`config.mk`:
```
export PLATFORM = sky130hd
export DESIGN_NAME = seq_logic_reducer
export DESIGN_NICKNAME = d
export VERILOG_FILES = /design/src/rtl/seq_logic_reducer.sv
export SDC_FILE = /design/constraint.sdc
export NUM_CORES = 1
export LEC_CHECK = 0
export BUFFER_PORTS_ARGS = -buffer_cell sky130_fd_sc_hd__buf_2
export CAP_MARGIN = 0
export CORE_ASPECT_RATIO = 1.5
export CORE_MARGIN = 3
export CORE_UTILIZATION = 55
export CTS_CLUSTER_DIAMETER = 100
export DETAILED_ROUTE_END_ITERATION = 16
export PLACE_DENSITY_LB_ADDON = 0.08
export REMOVE_ABC_BUFFERS = 1
export SETUP_SLACK_MARGIN = 0.3
export SLEW_MARGIN = 10
export SYNTH_ARGS = -nofsm -noshare
export SYNTH_HDL_FRONTEND = slang
export SYNTH_SLANG_ARGS = --single-unit
export TNS_END_PERCENT = 1
```
`constraint.sdc`:
```
create_clock -name CLK -period 3.8 [get_ports CLK]
set_clock_uncertainty 0.2 [all_clocks]
set_input_delay 0.95 -clock CLK [delete_from_list [all_inputs] [get_ports CLK]]
set_output_delay 0.95 -clock CLK [all_outputs]
set_load 0.005 [all_outputs]
```
`src/rtl/seq_logic_reducer.sv`:
```
// Streams COUNT operands through a selectable bitwise reduction (OR/AND/XOR/NOR).
// Optional LOGRED_TRACE_EN macro adds simulation-only transfer tracing.
module seq_logic_reducer #(
    parameter int WIDTH = 8,
    parameter int COUNT = 4
) (
    input  logic             CLK,
    input  logic             RST,
    input  logic             in_valid,
    output logic             in_ready,
    input  logic [WIDTH-1:0] in_data,
    input  logic [1:0]       op,
    input  logic             flush,
    output logic             out_valid,
    input  logic             out_ready,
    output logic [WIDTH-1:0] out_data
);

    localparam int CW = $clog2(COUNT + 1);
    localparam logic [CW-1:0] LAST = CW'(COUNT - 1);
    localparam logic [1:0] OP_AND = 2'b01;
    localparam logic [1:0] OP_XOR = 2'b10;
    localparam logic [1:0] OP_NOR = 2'b11;

    typedef enum logic [1:0] {IDLE, ACCUM, DONE} state_t;

    state_t          state;
    logic [CW-1:0]   cnt;
    logic [WIDTH-1:0] acc;
    logic [1:0]      op_q;

    logic             accept;
    logic [1:0]       cur_op;
    logic [WIDTH-1:0] base;
    logic [WIDTH-1:0] nxt_acc;
    logic [WIDTH-1:0] nxt_res;

    assign in_ready = (state != DONE) & ~flush;
    assign accept   = in_valid & in_ready;

    // The first operand starts from the identity of the op sampled with it.
    always_comb begin
        cur_op = (state == IDLE) ? op : op_q;
        base   = acc;
        if (state == IDLE)
            base = (op == OP_AND) ? '1 : '0;
        unique case (cur_op)
            OP_AND:  nxt_acc = base & in_data;
            OP_XOR:  nxt_acc = base ^ in_data;
            default: nxt_acc = base | in_data;
        endcase
        nxt_res = (cur_op == OP_NOR) ? ~nxt_acc : nxt_acc;
    end

    always_ff @(posedge CLK) begin
        if (RST) begin
            state     <= IDLE;
            acc       <= '0;
            cnt       <= '0;
            op_q      <= 2'b00;
            out_valid <= 1'b0;
            out_data  <= '0;
        end else begin
            unique case (state)
                IDLE: begin
                    if (flush) begin
                        acc <= '0;
                        cnt <= '0;
                    end else if (accept) begin
                        op_q <= op;
                        acc  <= nxt_acc;
                        cnt  <= CW'(1);
                        if (COUNT == 1) begin
                            state     <= DONE;
                            out_valid <= 1'b1;
                            out_data  <= nxt_res;
                        end else begin
                            state <= ACCUM;
                        end
                    end
                end
                ACCUM: begin
                    if (flush) begin
                        state <= IDLE;
                        acc   <= '0;
                        cnt   <= '0;
                    end else if (accept) begin
                        acc <= nxt_acc;
                        cnt <= cnt + CW'(1);
                        if (cnt == LAST) begin
                            state     <= DONE;
                            out_valid <= 1'b1;
                            out_data  <= nxt_res;
                        end
                    end
                end
                DONE: begin
                    if (out_ready) begin
                        state     <= IDLE;
                        out_valid <= 1'b0;
                        acc       <= '0;
                        cnt       <= '0;
                    end
                end
                default: state <= IDLE;
            endcase
        end
    end

`ifdef LOGRED_TRACE_EN
    always @(posedge CLK) begin
        if (!RST) begin
            if (accept)
                $display("%2d: in %h", $time, in_data);
            if (out_valid && out_ready)
                $display("%2d: op %d -> %h", $time, op_q, out_data);
        end
    end
`endif

endmodule

```
Word-level counts from Yosys, hierarchy flattened
Index checks and enable logic that the tools add are counted.
{ "word_totals": {"reg_bits": 24, "in_bits": 15, "output_inout_bits": 10, "elab_cells": 70} }
{ "classes": {"addsub": 1, "eq_ne": 18, "mux": 27, "bitwise": 7, "n_reduce_logical": 11} }
{ "op_table": {"columns": ["cell", "count"], "rows": [
  ["8-bit two-way mux", 6],
  ["8-bit case mux with 2 select lines", 2],
  ["3-bit two-way mux", 5],
  ["2-bit two-way mux", 7],
  ["2-bit != test (second input constant)", 7],
  ["5-bit AND reduction", 2],
  ["3-bit != test (second input constant)", 3],
  ["3-bit case mux with 3 select lines", 1],
  ["8-bit bitwise AND", 1],
  ["8-bit NOT", 1],
  ["8-bit OR", 1],
  ["4-bit AND reduction", 2],
  ["8-bit bitwise XOR", 1],
  ["2-bit by 1-bit equality test with 1-bit output (second input constant)", 3],
  ["2-bit equality test (second input constant)", 3],
  ["2-bit case mux with 3 select lines", 1],
  ["3-bit AND reduction", 2],
  ["1-bit two-way mux", 4],
  ["2-bit nonzero test", 2],
  ["3-bit by 1-bit adder with 3-bit output (second input constant)", 1],
  ["3-bit by 2-bit equality test with 1-bit output (second input constant)", 1],
  ["3-bit by 1-bit != test with 1-bit output (second input constant)", 1],
  ["3-bit nonzero test", 1],
  ["1-bit bitwise AND", 2],
  ["other kinds (4)", 4]
]} }

Longest topological paths before layout
{ "depth": {"ltp_word": 8, "ltp_mapped": 11} }

Worst setup path before layout
No wires, ideal clock.
{ "synth_path": {"path_type": "input to register", "startpoint": "in op[0]", "endpoint": "reg out_data[7]", "arrival_time_ns": 2.413, "path_slack_ns": 1.102, "cell_stages": 9, "n_path_buf": 0, "path_cell_list": "nand2_1 > nor2_1 > a21o_1 > inv_1 > ha_1 > a221oi_1 > a21oi_1 > xnor2_1 > a211oi_1"} }
{ "synth_via": {"elab_chain_cells": 7} }
{ "synth_rtl": {"columns": ["element", "line", "source"], "rows": [
  ["from (decl)", "12", "input logic [1:0] op,"],
  ["2-bit by 1-bit equality test with 1-bit output", "46", "base = (op == OP_AND) ? '1 : '0;"],
  ["8-bit two-way mux", "46", null],
  ["8-bit two-way mux", "45", "if (state == IDLE)"],
  ["8-bit OR, or another cell as far along", "50", "default: nxt_acc = base | in_data;"],
  ["8-bit case mux with 2 select lines", "47", "unique case (cur_op)"],
  ["8-bit NOT", "52", "nxt_res = (cur_op == OP_NOR) ? ~nxt_acc : nxt_acc;"],
  ["8-bit two-way mux *", "52", null],
  ["to (signal assigned)", "76", "out_data <= nxt_res;"],
  ["to (signal assigned)", "93", "out_data <= nxt_res;"],
  ["to (decl)", "16", "output logic [WIDTH-1:0] out_data"]
]} }
Mark *: on every way between the ends. The rest lies on a longest branch, timed or not.
A chain may end at the register's enable or synchronous reset.

Worst setup path after layout
{ "layout_path": {"startpoint": "in op[0]", "endpoint": "reg out_data[6]"} }
Same word-level chain as after synthesis.

==> results.md <==
- Outcome: complete, no violations
- CP max stage cell: nor2_1
- RD Place Congestion: 0.8862
- First-pass GRT wire length: 6.265 mm
- Ant diodes: 0
- Routed WL: 3.765 mm
- Synth area leader: dfxtp_1
- Die area: 4015 sq um
- Core Region: 3033 sq um
- Total number of vias: 1502
- Layout net count: 254
- RSZ-0062 raised after global routing: no
- Total CTS buffers: 3
- Slowest Stage Delay on Critical Path: 0.40 ns
- Max VDD drop: roughly 180 uV
- Resize count post-CTS: 0
- Mapped cell area: 1803 sq um
- Syn avg cell area: 9.294 sq um
- Starting density of the core: roughly three fifths
- Fmax achieved: 347.7 MHz
- P&R area growth vs syn: 7.842%
- WP data required: 3.78 ns
- Antenna violations before repair: 0
- Row cnt: 24
- Critical path cell sequence: buf_2 > nand2_1 > nor2_1 > a21o_1 > inv_1 > ha_1 > a221oi_1 > a21oi_1 > xnor2_1 > a211oi_1
- Yosys warnings: 0
- WS Path Type: in -> reg
- Vias in the first global route: 1455
- Final ANT Viol Nets: 0
- Clock slew at reported path FFs: 0.08 ns
- Vias per cell: slightly above 6
- Cell Pwr Density: 296.4 nW/um^2
- Worst-Skew Late Latency: 0.27 ns
- GRT Residual Overflow: 0
- Global Route Usage Sum: slightly below 20%
- Final instance area: between 1500 and 2000 sq um
- Setup crit start kind: input port
- Post-CTS setup buffers: 0
- TritonRoute pass-1 iters: 4
- CTS tree: built
- Post-synth EDFFs: 0
- Final-report hold violation count: 0
- Routed len/inst: 15.12 microns
- Post-synth top flop: dfxtp_1
- Leakage: between 1 and 1.5 nW
- Largest net degree at the start of global routing: 22
- Final Max Tran Viols: 0
- CTS root buf: clkbuf_8
- Setup TNS: 0 ns
- Slew HR: 48.42%
- Area contributors post-synth: dfxtp_1 (27%), ha_1 (19%), inv_1 (5.2%)
- Starting DRT DRC Count: between 60 and 70
- Post-cts hold buffer count: 0
- Post-synth ARST share: 0%
- Register area share after synthesis: 26.65%
- DP HPWL: 2.961 mm
- Chip height: 76.12 microns
- Layout cells sized above 1: between 15 and 20%
- Buffer levels on the longest clock path: 2
- Mapped Cells: 194
- Clock Sinks: 24
- Slew @ Worst Pin: between 0.7 and 0.8 ns
- Placement-stage cell area: about 1900 sq um
- Residual DRC count: 0
- Worst hold path class: reg -> reg
- Final setup vio count: 0
- IO Count: 25
- Critical path arrival: approximately 2.9 ns
- Post-synth top area share: between 20% and 30%
- Max Cap Viol: 0
- Crit share post-route: 75.68%
- Die width: 52.75 microns
- Worst-path fanout max: 8
- Most numerous cell in the Yosys netlist: ha_1
- # H-tree levels: 1
- CP Capture Type: flip-flop
- Netlist cell types: 38
- Post-layout min period: approximately 2.9 ns
- # port buffers: 24
- Post-synth top cells: ha_1 (27), inv_1 (25), dfxtp_1 (24), nor2_1 (15), a211oi_1 (10)
- Number of synthesized register bits: 24
==> area by class of cell <==
| type | instances | area, sq um |
|---|---|---|
| flip-flops and latches | 24 | 480.5 |
| inverters | 26 | 97.59 |
| fillers | 274 | 1089 |
| repair buffers | 25 | 127.6 |
| well taps | 39 | 48.80 |
| clock buffers | 3 | 41.29 |
| multi-input cells | 132 | 1149 |
==> logic make-up (layout without fill, tap and decap cells) <==
family	after synthesis	count (layout)	share of synthesized area, %
buffers and inverters	38	54	9.646
XOR/XNOR	8	8	3.886
adder cells (fa/ha/maj)	27	27	18.74
multiplexers	7	7	4.025
AND/OR/NAND/NOR	34	34	12.08
AO/OA/AOI/OAI	56	56	24.98
flip-flops	24	24	26.65
==> critical path: cells and delay by family <==
family	cells	cell delay [ns]
buffers and inverters	2	0.15
and+or+nand+nor	2	0.45
AOI/OAI and AO/OA	4	0.88
adders and majority gates	1	0.26
xor gates and xnor gates	1	0.17
==> final timing paths <==
kind	depth (start not counted)	endpoint	startpoint	slack [ns]
max reg2reg	8	out_data[6]$_SDFFE_PP0P_	state[0]$_SDFFE_PP0P_	0.93
max	10	out_data[6]$_SDFFE_PP0P_	op[0]	0.92
min	2	cnt[2]$_SDFFE_PP0P_	cnt[2]$_SDFFE_PP0P_	0.26
min reg2reg	2	cnt[2]$_SDFFE_PP0P_	cnt[2]$_SDFFE_PP0P_	0.26
==> where the power goes <==
group          internal, mW  switching (mW)  leakage, nW
combinational        0.0665          0.0914        0.834
sequential            0.261         0.00618        0.195
clock                0.0710          0.0804       0.0216
total                 0.398           0.178         1.05
==> per-stage QoR <==
| step | power, mW | hold slack [ns] | setup WS (ns) | util [%] | std cells |
|---|---|---|---|---|---|
| after floorplan | 0.3865 | 0.2347 | 1.088 | - | 182 |
| after global placement | 0.4227 | 0.2469 | 0.7477 | 62.75 | 246 |
| after detailed placement | 0.4291 | 0.2553 | 0.6377 | 62.75 | 246 |
| after CTS | 0.5762 | 0.2666 | 0.9086 | 64.11 | 249 |
| after global routing | 0.6038 | 0.2866 | 0.6941 | 64.11 | 249 |
| final | 0.5764 | 0.2639 | 0.9241 | 64.11 | 249 |
==> state kept, by name (all words and copies together), names as in the netlist <==
| name | count |
|---|---|
| acc | 8 |
| cnt | 3 |
| op_q | 2 |
| out_data | 8 |
| out_valid | 1 |
| state | 2 |
==> layer usage <==
metal / global-route usage, % / vias up / wire length (microns)
met1: 23.28 / 717 / 1647
met4: 7.161 / 0 / 51
met5: 0 / - / 0
li1: - / 743 / -
met2: 34.20 / 37 / 1885
met3: 2.740 / 5 / 180
==> cell usage in the layout (no fill, tap or decap), drive strengths merged, types with 3 or more instances in the layout <==
cell type / synthesis / layout
nor2: 16 / 16
a41o: 8 / 8
a221oi: 8 / 8
nand2: 4 / 4
a21oi: 9 / 9
dfxtp: 24 / 24
a21o: 8 / 8
clkbuf: 6 / 3
inv: 25 / 25
a211oi: 10 / 10
xnor2: 8 / 8
nor3: 3 / 3
o311a: 8 / 8
mux2i: 5 / 5
buf: 6 / 25
ha: 27 / 27
Power figures use the tool's default switching activity.
